File: src/rtl/mips_mc_ctrl.sv
// Multi-cycle MIPS control unit: Moore FSM that sequences fetch, decode,
// execute, memory and write-back states and decodes the datapath controls.
// Ports:
//   clk, rst_n (async active-low) -- clock and reset
//   opcode, funct                 -- instruction fields, stable after DECODE
//   mem_ready                     -- memory finishes the current access
//   PCWrite..halted               -- 1-bit datapath strobes
//   ALUSrcB, RegDst, PCSrc        -- 2-bit mux selects
//   ALUControl                    -- ALU operation, zero-extended to ALU_W
//   state_o                       -- current state code, for debug
module mips_mc_ctrl #(
    parameter int ALU_W         = 4,
    parameter bit MEM_HANDSHAKE = 1'b1,
    parameter bit ENABLE_JR     = 1'b1
) (
    input  logic             clk,
    input  logic             rst_n,
    input  logic [5:0]       opcode,
    input  logic [5:0]       funct,
    input  logic             mem_ready,
    output logic             PCWrite,
    output logic             IRWrite,
    output logic             IorD,
    output logic             MemRead,
    output logic             MemWrite,
    output logic             MemtoReg,
    output logic             RegWrite,
    output logic             ALUSrcA,
    output logic             Branch,
    output logic             BranchNe,
    output logic             halted,
    output logic [1:0]       ALUSrcB,
    output logic [1:0]       RegDst,
    output logic [1:0]       PCSrc,
    output logic [ALU_W-1:0] ALUControl,
    output logic [3:0]       state_o
);

    if (ALU_W < 4) begin : g_alu_w_check
        $error("mips_mc_ctrl: ALU_W must be at least 4");
    end

    typedef enum logic [3:0] {
        S_FETCH     = 4'd0,
        S_DECODE    = 4'd1,
        S_MEM_ADDR  = 4'd2,
        S_MEM_READ  = 4'd3,
        S_MEM_WRITE = 4'd4,
        S_WB        = 4'd5,
        S_EXECUTE   = 4'd6,
        S_RT_WRITE  = 4'd7,
        S_BRANCH    = 4'd8,
        S_JUMP      = 4'd9,
        S_JAL       = 4'd10,
        S_IMM_EXEC  = 4'd11,
        S_IMM_WRITE = 4'd12,
        S_JR        = 4'd13,
        S_TRAP      = 4'd15
    } state_t;

    state_t     state, state_nxt;
    logic       run_q;
    logic       mem_done;
    logic       is_lw, is_sw, is_beq, is_bne, is_j, is_jal;
    logic       is_imm, is_rtype, is_jr;
    logic [3:0] r_alu, i_alu, alu4;

    // Reset release is registered once, so the FSM first moves on the
    // second rising edge after rst_n goes high.
    always_ff @(posedge clk or negedge rst_n) begin
        if (!rst_n) run_q <= 1'b0;
        else        run_q <= 1'b1;
    end

    always_ff @(posedge clk or negedge rst_n) begin
        if (!rst_n)     state <= S_FETCH;
        else if (run_q) state <= state_nxt;
    end

    assign mem_done = !MEM_HANDSHAKE || mem_ready;

    assign is_lw  = opcode == 6'b100011;
    assign is_sw  = opcode == 6'b101011;
    assign is_beq = opcode == 6'b000100;
    assign is_bne = opcode == 6'b000101;
    assign is_j   = opcode == 6'b000010;
    assign is_jal = opcode == 6'b000011;
    assign is_imm = opcode == 6'b001000 || opcode == 6'b001100 ||
                    opcode == 6'b001101 || opcode == 6'b001010;
    assign is_rtype = opcode == 6'b000000 &&
                      (funct == 6'b100000 || funct == 6'b100010 ||
                       funct == 6'b100100 || funct == 6'b100101 ||
                       funct == 6'b101010);
    assign is_jr = ENABLE_JR && opcode == 6'b000000 && funct == 6'b001000;

    always_comb begin
        r_alu = 4'hF;
        case (funct)
            6'b100000: r_alu = 4'b0010;
            6'b100010: r_alu = 4'b0110;
            6'b100100: r_alu = 4'b0000;
            6'b100101: r_alu = 4'b0001;
            6'b101010: r_alu = 4'b0111;
            default:   r_alu = 4'hF;
        endcase
    end

    always_comb begin
        i_alu = 4'hF;
        case (opcode)
            6'b001000: i_alu = 4'b0010;
            6'b001100: i_alu = 4'b0000;
            6'b001101: i_alu = 4'b0001;
            6'b001010: i_alu = 4'b0111;
            default:   i_alu = 4'hF;
        endcase
    end

    always_comb begin
        state_nxt = state;
        case (state)
            S_FETCH:     if (mem_done) state_nxt = S_DECODE;
            S_DECODE: begin
                if (is_lw || is_sw)        state_nxt = S_MEM_ADDR;
                else if (is_beq || is_bne) state_nxt = S_BRANCH;
                else if (is_imm)           state_nxt = S_IMM_EXEC;
                else if (is_j)             state_nxt = S_JUMP;
                else if (is_jal)           state_nxt = S_JAL;
                else if (is_rtype)         state_nxt = S_EXECUTE;
                else if (is_jr)            state_nxt = S_JR;
                else                       state_nxt = S_TRAP;
            end
            S_MEM_ADDR:  state_nxt = is_lw ? S_MEM_READ : S_MEM_WRITE;
            S_MEM_READ:  if (mem_done) state_nxt = S_WB;
            S_MEM_WRITE: if (mem_done) state_nxt = S_FETCH;
            S_EXECUTE:   state_nxt = S_RT_WRITE;
            S_IMM_EXEC:  state_nxt = S_IMM_WRITE;
            S_WB, S_RT_WRITE, S_IMM_WRITE,
            S_BRANCH, S_JUMP, S_JAL, S_JR:
                         state_nxt = S_FETCH;
            S_TRAP:      state_nxt = S_TRAP;
            default:     state_nxt = S_TRAP;
        endcase
    end

    always_comb begin
        PCWrite  = 1'b0;
        IRWrite  = 1'b0;
        IorD     = 1'b0;
        MemRead  = 1'b0;
        MemWrite = 1'b0;
        MemtoReg = 1'b0;
        RegWrite = 1'b0;
        ALUSrcA  = 1'b0;
        Branch   = 1'b0;
        BranchNe = 1'b0;
        halted   = 1'b0;
        ALUSrcB  = 2'b00;
        RegDst   = 2'b00;
        PCSrc    = 2'b00;
        alu4     = 4'hF;
        case (state)
            S_FETCH: begin
                MemRead = 1'b1;
                PCWrite = mem_done;
                IRWrite = mem_done;
                ALUSrcB = 2'b01;
                alu4    = 4'b0010;
            end
            S_MEM_ADDR: begin
                ALUSrcA = 1'b1;
                ALUSrcB = 2'b10;
                alu4    = 4'b0010;
            end
            S_MEM_READ: begin
                MemRead = 1'b1;
                IorD    = 1'b1;
            end
            S_MEM_WRITE: begin
                MemWrite = 1'b1;
                IorD     = 1'b1;
            end
            S_WB: begin
                RegWrite = 1'b1;
                MemtoReg = 1'b1;
            end
            S_EXECUTE: begin
                ALUSrcA = 1'b1;
                alu4    = r_alu;
            end
            // Operation stays on the ALU so the result is still valid here.
            S_RT_WRITE: begin
                RegWrite = 1'b1;
                RegDst   = 2'b01;
                alu4     = r_alu;
            end
            S_BRANCH: begin
                ALUSrcA  = 1'b1;
                alu4     = 4'b0110;
                PCSrc    = 2'b01;
                Branch   = is_beq;
                BranchNe = is_bne;
            end
            S_JUMP: begin
                PCWrite = 1'b1;
                PCSrc   = 2'b10;
            end
            S_JAL: begin
                PCWrite  = 1'b1;
                PCSrc    = 2'b10;
                RegWrite = 1'b1;
                RegDst   = 2'b10;
            end
            S_IMM_EXEC: begin
                ALUSrcA = 1'b1;
                ALUSrcB = 2'b10;
                alu4    = i_alu;
            end
            S_IMM_WRITE: begin
                RegWrite = 1'b1;
                alu4     = i_alu;
            end
            S_JR: begin
                PCWrite = 1'b1;
                PCSrc   = 2'b11;
            end
            S_TRAP:  halted = 1'b1;
            default: halted = 1'b0;
        endcase
    end

    assign ALUControl = ALU_W'(alu4);
    assign state_o    = state;

endmodule

File: config.mk
export PLATFORM = sky130hd
export DESIGN_NAME = mips_mc_ctrl
export DESIGN_NICKNAME = d
export VERILOG_FILES = /design/src/rtl/mips_mc_ctrl.sv
export SDC_FILE = /design/constraint.sdc
export NUM_CORES = 1
export LEC_CHECK = 0
export CAP_MARGIN = 20
export CORE_MARGIN = 4
export CORE_UTILIZATION = 42
export DETAILED_ROUTE_END_ITERATION = 8
export PLACE_DENSITY = 0.82
export SKIP_CTS_REPAIR_TIMING = 1
export SYNTH_ARGS = -nofsm -noshare
export SYNTH_HDL_FRONTEND = slang
export SYNTH_SLANG_ARGS = --single-unit
File: constraint.sdc
create_clock -name clk -period 2.55 [get_ports clk]
set_input_delay 0.51 -clock clk [delete_from_list [all_inputs] [get_ports clk]]
set_output_delay 0.51 -clock clk [all_outputs]
set_load 0.1 [all_outputs]
==> metrics.txt, run 1 <==
outcome=stopped before the end; Halt Stage=global routing; Err=[ERROR DPL-0033] detailed placement checks failed during check placement.; Port Buffers=39; RePlAce Congestion=just over 0.9; Most used DFF post-synth=dfrtp_1; top cells by count, synth=11 x nor2_1, 10 x nand2b_1, 9 x nand2_1; # rows=16; Num CTS Buffers=3; Die H=~55 um; DP Wirelength=between 2000 and 3000 um; IO Count=40; Yosys top cell by area=dfrtp_1; Yosys Warn Count=0; Area contributors post-synth=dfrtp_1 14%, nand2b_1 6.8%, nor2b_1 4.8%, nor2_1 4.5%, nor3_1 3.8%; Worst EP kind=primary output; die width=about 55 um; largest net degree at the start of global routing=19; Post-Syn Instances=~130; Post-Syn Area=roughly 920 sq um; sequential-to-total area share from yosys stat=a little over an eighth; clock sink count=5; initial antenna violation count=0; post-synthesis register bit count=5; post-synth top area share=13.6%; Clock Path Buffers=2; Post-synth EDFFs=0; H-tree depth=1; CTS root buf=clkbuf_4; Post-Place Setup Slack=-0.427 ns; Initial Utilization=45.5%; library cells used by synthesis=53; Mean Syn Cell Area=7.25 sq um; grt repair worst endpoint=ALUControl[2]; most frequent cell after synthesis=nor2_1; asr flop ratio synth=100%; Syn Nets=142
metrics by stage:
step                cells  hold WS, ns  cell area, sq um  setup TNS, ns  util (%)
global placement      209        0.594              1790          -1.04      88.3
CTS                   213        0.490              1810          -1.34      89.6
detailed placement    209        0.606              1790          -1.31      88.3
floorplan             127        0.214              1090          -2.24         -
cells by family after synthesis:
family          count (synthesis)  synth area share (%)
simple gates                   68                  42.8
mux                             1                  1.09
flops                           5                  13.6
buf+inv                        13                  12.5
compound gates                 38                  28.7
xor+xnor                        1                 0.951
other cells                     1                 0.407
==> inputs of run 2 (changes only) <==
- CORE_AREA: not set -> 4 4 65 67
- CORE_MARGIN: 4 -> not set
- CORE_UTILIZATION: 42 -> not set
- DIE_AREA: not set -> 0 0 69 71
- PLACE_DENSITY: 0.82 -> not set
- PLACE_DENSITY_LB_ADDON: not set -> 0.15
==> run 2 against run 1 <==
Net effect:
- the flow now finishes, with violations (negative setup slack)
- synthesized area stayed put
- synthesized cell count stayed put
==> metrics.txt, run 2 <==
clk_lat worst skew=0.23 ns; Most used DFF post-synth=dfrtp_1; largest net degree at the start of global routing=24; vias in the first global route=1220; Clock Skew=about 0.0062 ns; GRT Residual Overflow=0; DR vias/cell=between 5 and 6; library cells used by synthesis=53; Clock Path Buffers=2; most frequent cell after synthesis=nor2_1; IO Count=40; register area=approximately 140 sq um; Multi-input gate area=approximately 880 sq um; core area=about 3600 sq um; clock sink count=5; Final setup viols=3; fin nets=between 200 and 250; failing checks=negative setup slack; Post-Syn Area=921 sq um; initial antenna violation count=0; share of layout cells above drive strength 1=roughly 53%; RSZ-0062 raised after global routing=yes; Final Worst Setup Slack=-0.0638 ns; Critical Path Fanout Max=2; Post-Place Cell Area=between 1500 and 2000 sq um; TritonCTS clock tree=done; Synth-to-Final Area Change=114%; Routed WL per cell=about 14 um; reg2reg start=state_o[0]; DRC Markers=0; Mean Syn Cell Area=7.25 sq um; commonest cells after routing, fill and taps aside=34 x buf_4, 20 x buf_12, 10 x nor2_1; Max Slew Vio Count=0; Setup Crit Path Kind=in -> out; Worst Path Required=about 2.0 ns; first-pass GRT wire length=about 5600 um; Yosys top cell by area=dfrtp_1; # rows=22; 1st-iter DRT viols=36; ANT nets after route=0; max reg flops=4; DR vias=1211; Area contributors post-synth=dfrtp_1 14%, nand2b_1 6.8%, nor2b_1 4.8%, nor2_1 4.5%, nor3_1 3.8%; Port Buffers=39; post-synthesis register bit count=5; Yosys Warn Count=0; max-cap viol count=0; Startpoint Class=primary input; commonest non-fill, non-tap cell in the layout=buf_4; Reg clk slew, reported paths=around 0.040 ns; Setup crit start=funct[4]; f_max=approximately 380 MHz; worst-case reg-to-reg path depth=6; Final min period=2.61 ns; Die H=just over 70 um; Syn Nets=roughly 140; outcome=finished with violations; post-synth top area share=a little over an eighth; Post-synth EDFFs=0; FILL cells=344; min-delay worst type=in -> async; die area=about 5000 sq um; antenna cells=0; reg2reg end=state_o[0]; finished layout cell area=about 2000 sq um; Post-Syn Instances=around 130; CTS root buf=clkbuf_8; Num CTS Buffers=3; die width=69 um; H-tree depth=1; asr flop ratio synth=100%; Tot GR Track Use=between 10 and 15%; sequential-to-total area share from yosys stat=a little over an eighth; First-pass DRT Iterations=4; Final Hold Vio Count=0; r2r setup slk=roughly 0.68 ns; DP Wirelength=2690 um; worst path arrival time=around 2.1 ns; Initial Utilization=~25%; Setup crit end kind=output port; RePlAce Congestion=0.875; Routed WL=3410 um; Tcrit/Tclk final=103%; top cells by count, synth=11 x nor2_1, 10 x nand2b_1, 9 x nand2_1
[run 2: cell counts after synthesis]
Identical to the previous run, type by type.
[run 2: final cells by class]
cell class | count | share of cell area (%)
Tap cell | 48 | 3.05
Timing Repair Buffer | 69 | 42.3
Multi-Input combinational cell | 109 | 44.8
Clock buffer | 4 | 2.29
Sequential cell | 5 | 6.98
Inverter | 3 | 0.571
[run 2: kinds of logic after synthesis]
group / after synthesis / share of synthesized area (%)
AO/OA/AOI/OAI: 38 / 28.7
XOR/XNOR: 1 / 0.951
buffers and inverters: 13 / 12.5
flip-flops: 5 / 13.6
multiplexers: 1 / 1.09
other: 1 / 0.407
AND/OR/NAND/NOR: 68 / 42.8
[run 2: layer usage]
metal | share of wire (%) | GRT usage (%) | vias to the layer above | wire [um]
li1 | - | - | 595 | -
met1 | 42 | 16.7 | 579 | 1430
met2 | 54 | 23.0 | 33 | 1820
met3 | 3.1 | 2.41 | 4 | 107
met4 | 1.3 | 5.86 | 0 | 45
met5 | 0 | 0 | - | 0
[run 2: stage by stage]
stage          cells  TNS, ns  util [%]  setup WS, ns  hold WS (ns)
6_report         238  -0.0754      54.2       -0.0638         0.501
5_1_grt          238   -0.254      54.2        -0.118         0.505
4_1_cts          235    -1.19      51.3        -0.409         0.502
3_5_place_dp     231    -1.13      50.1        -0.391         0.594
3_3_place_gp     231    -1.11      50.1        -0.378         0.607
2_1_floorplan    127    -2.24         -        -0.802         0.214
[run 2: worst max-delay path, stage by stage]
cell	delay, ns
buf_6	0.09
or3b_4	0.38
or4_4	0.52
o21ai_2	0.07
a21o_1	0.14
o211ai_1	0.15
clkbuf_16	0.24
[run 2: worst max path at each step]
stage / to / slack, ns / depth (start not counted)
6_report: ALUControl[2] / -0.06 / 7
5_1_grt: ALUControl[2] / -0.12 / 7
4_1_cts: ALUControl[2] / -0.41 / 7
3_5_place_dp: ALUControl[2] / -0.39 / 7
3_3_place_gp: ALUControl[2] / -0.38 / 7
2_1_floorplan: ALUControl[1] / -0.80 / 5
Power of run 2 is left out: the tool's default activity adds up to more than one toggle a clock period on the data nets, which glitch-free logic cannot reach.
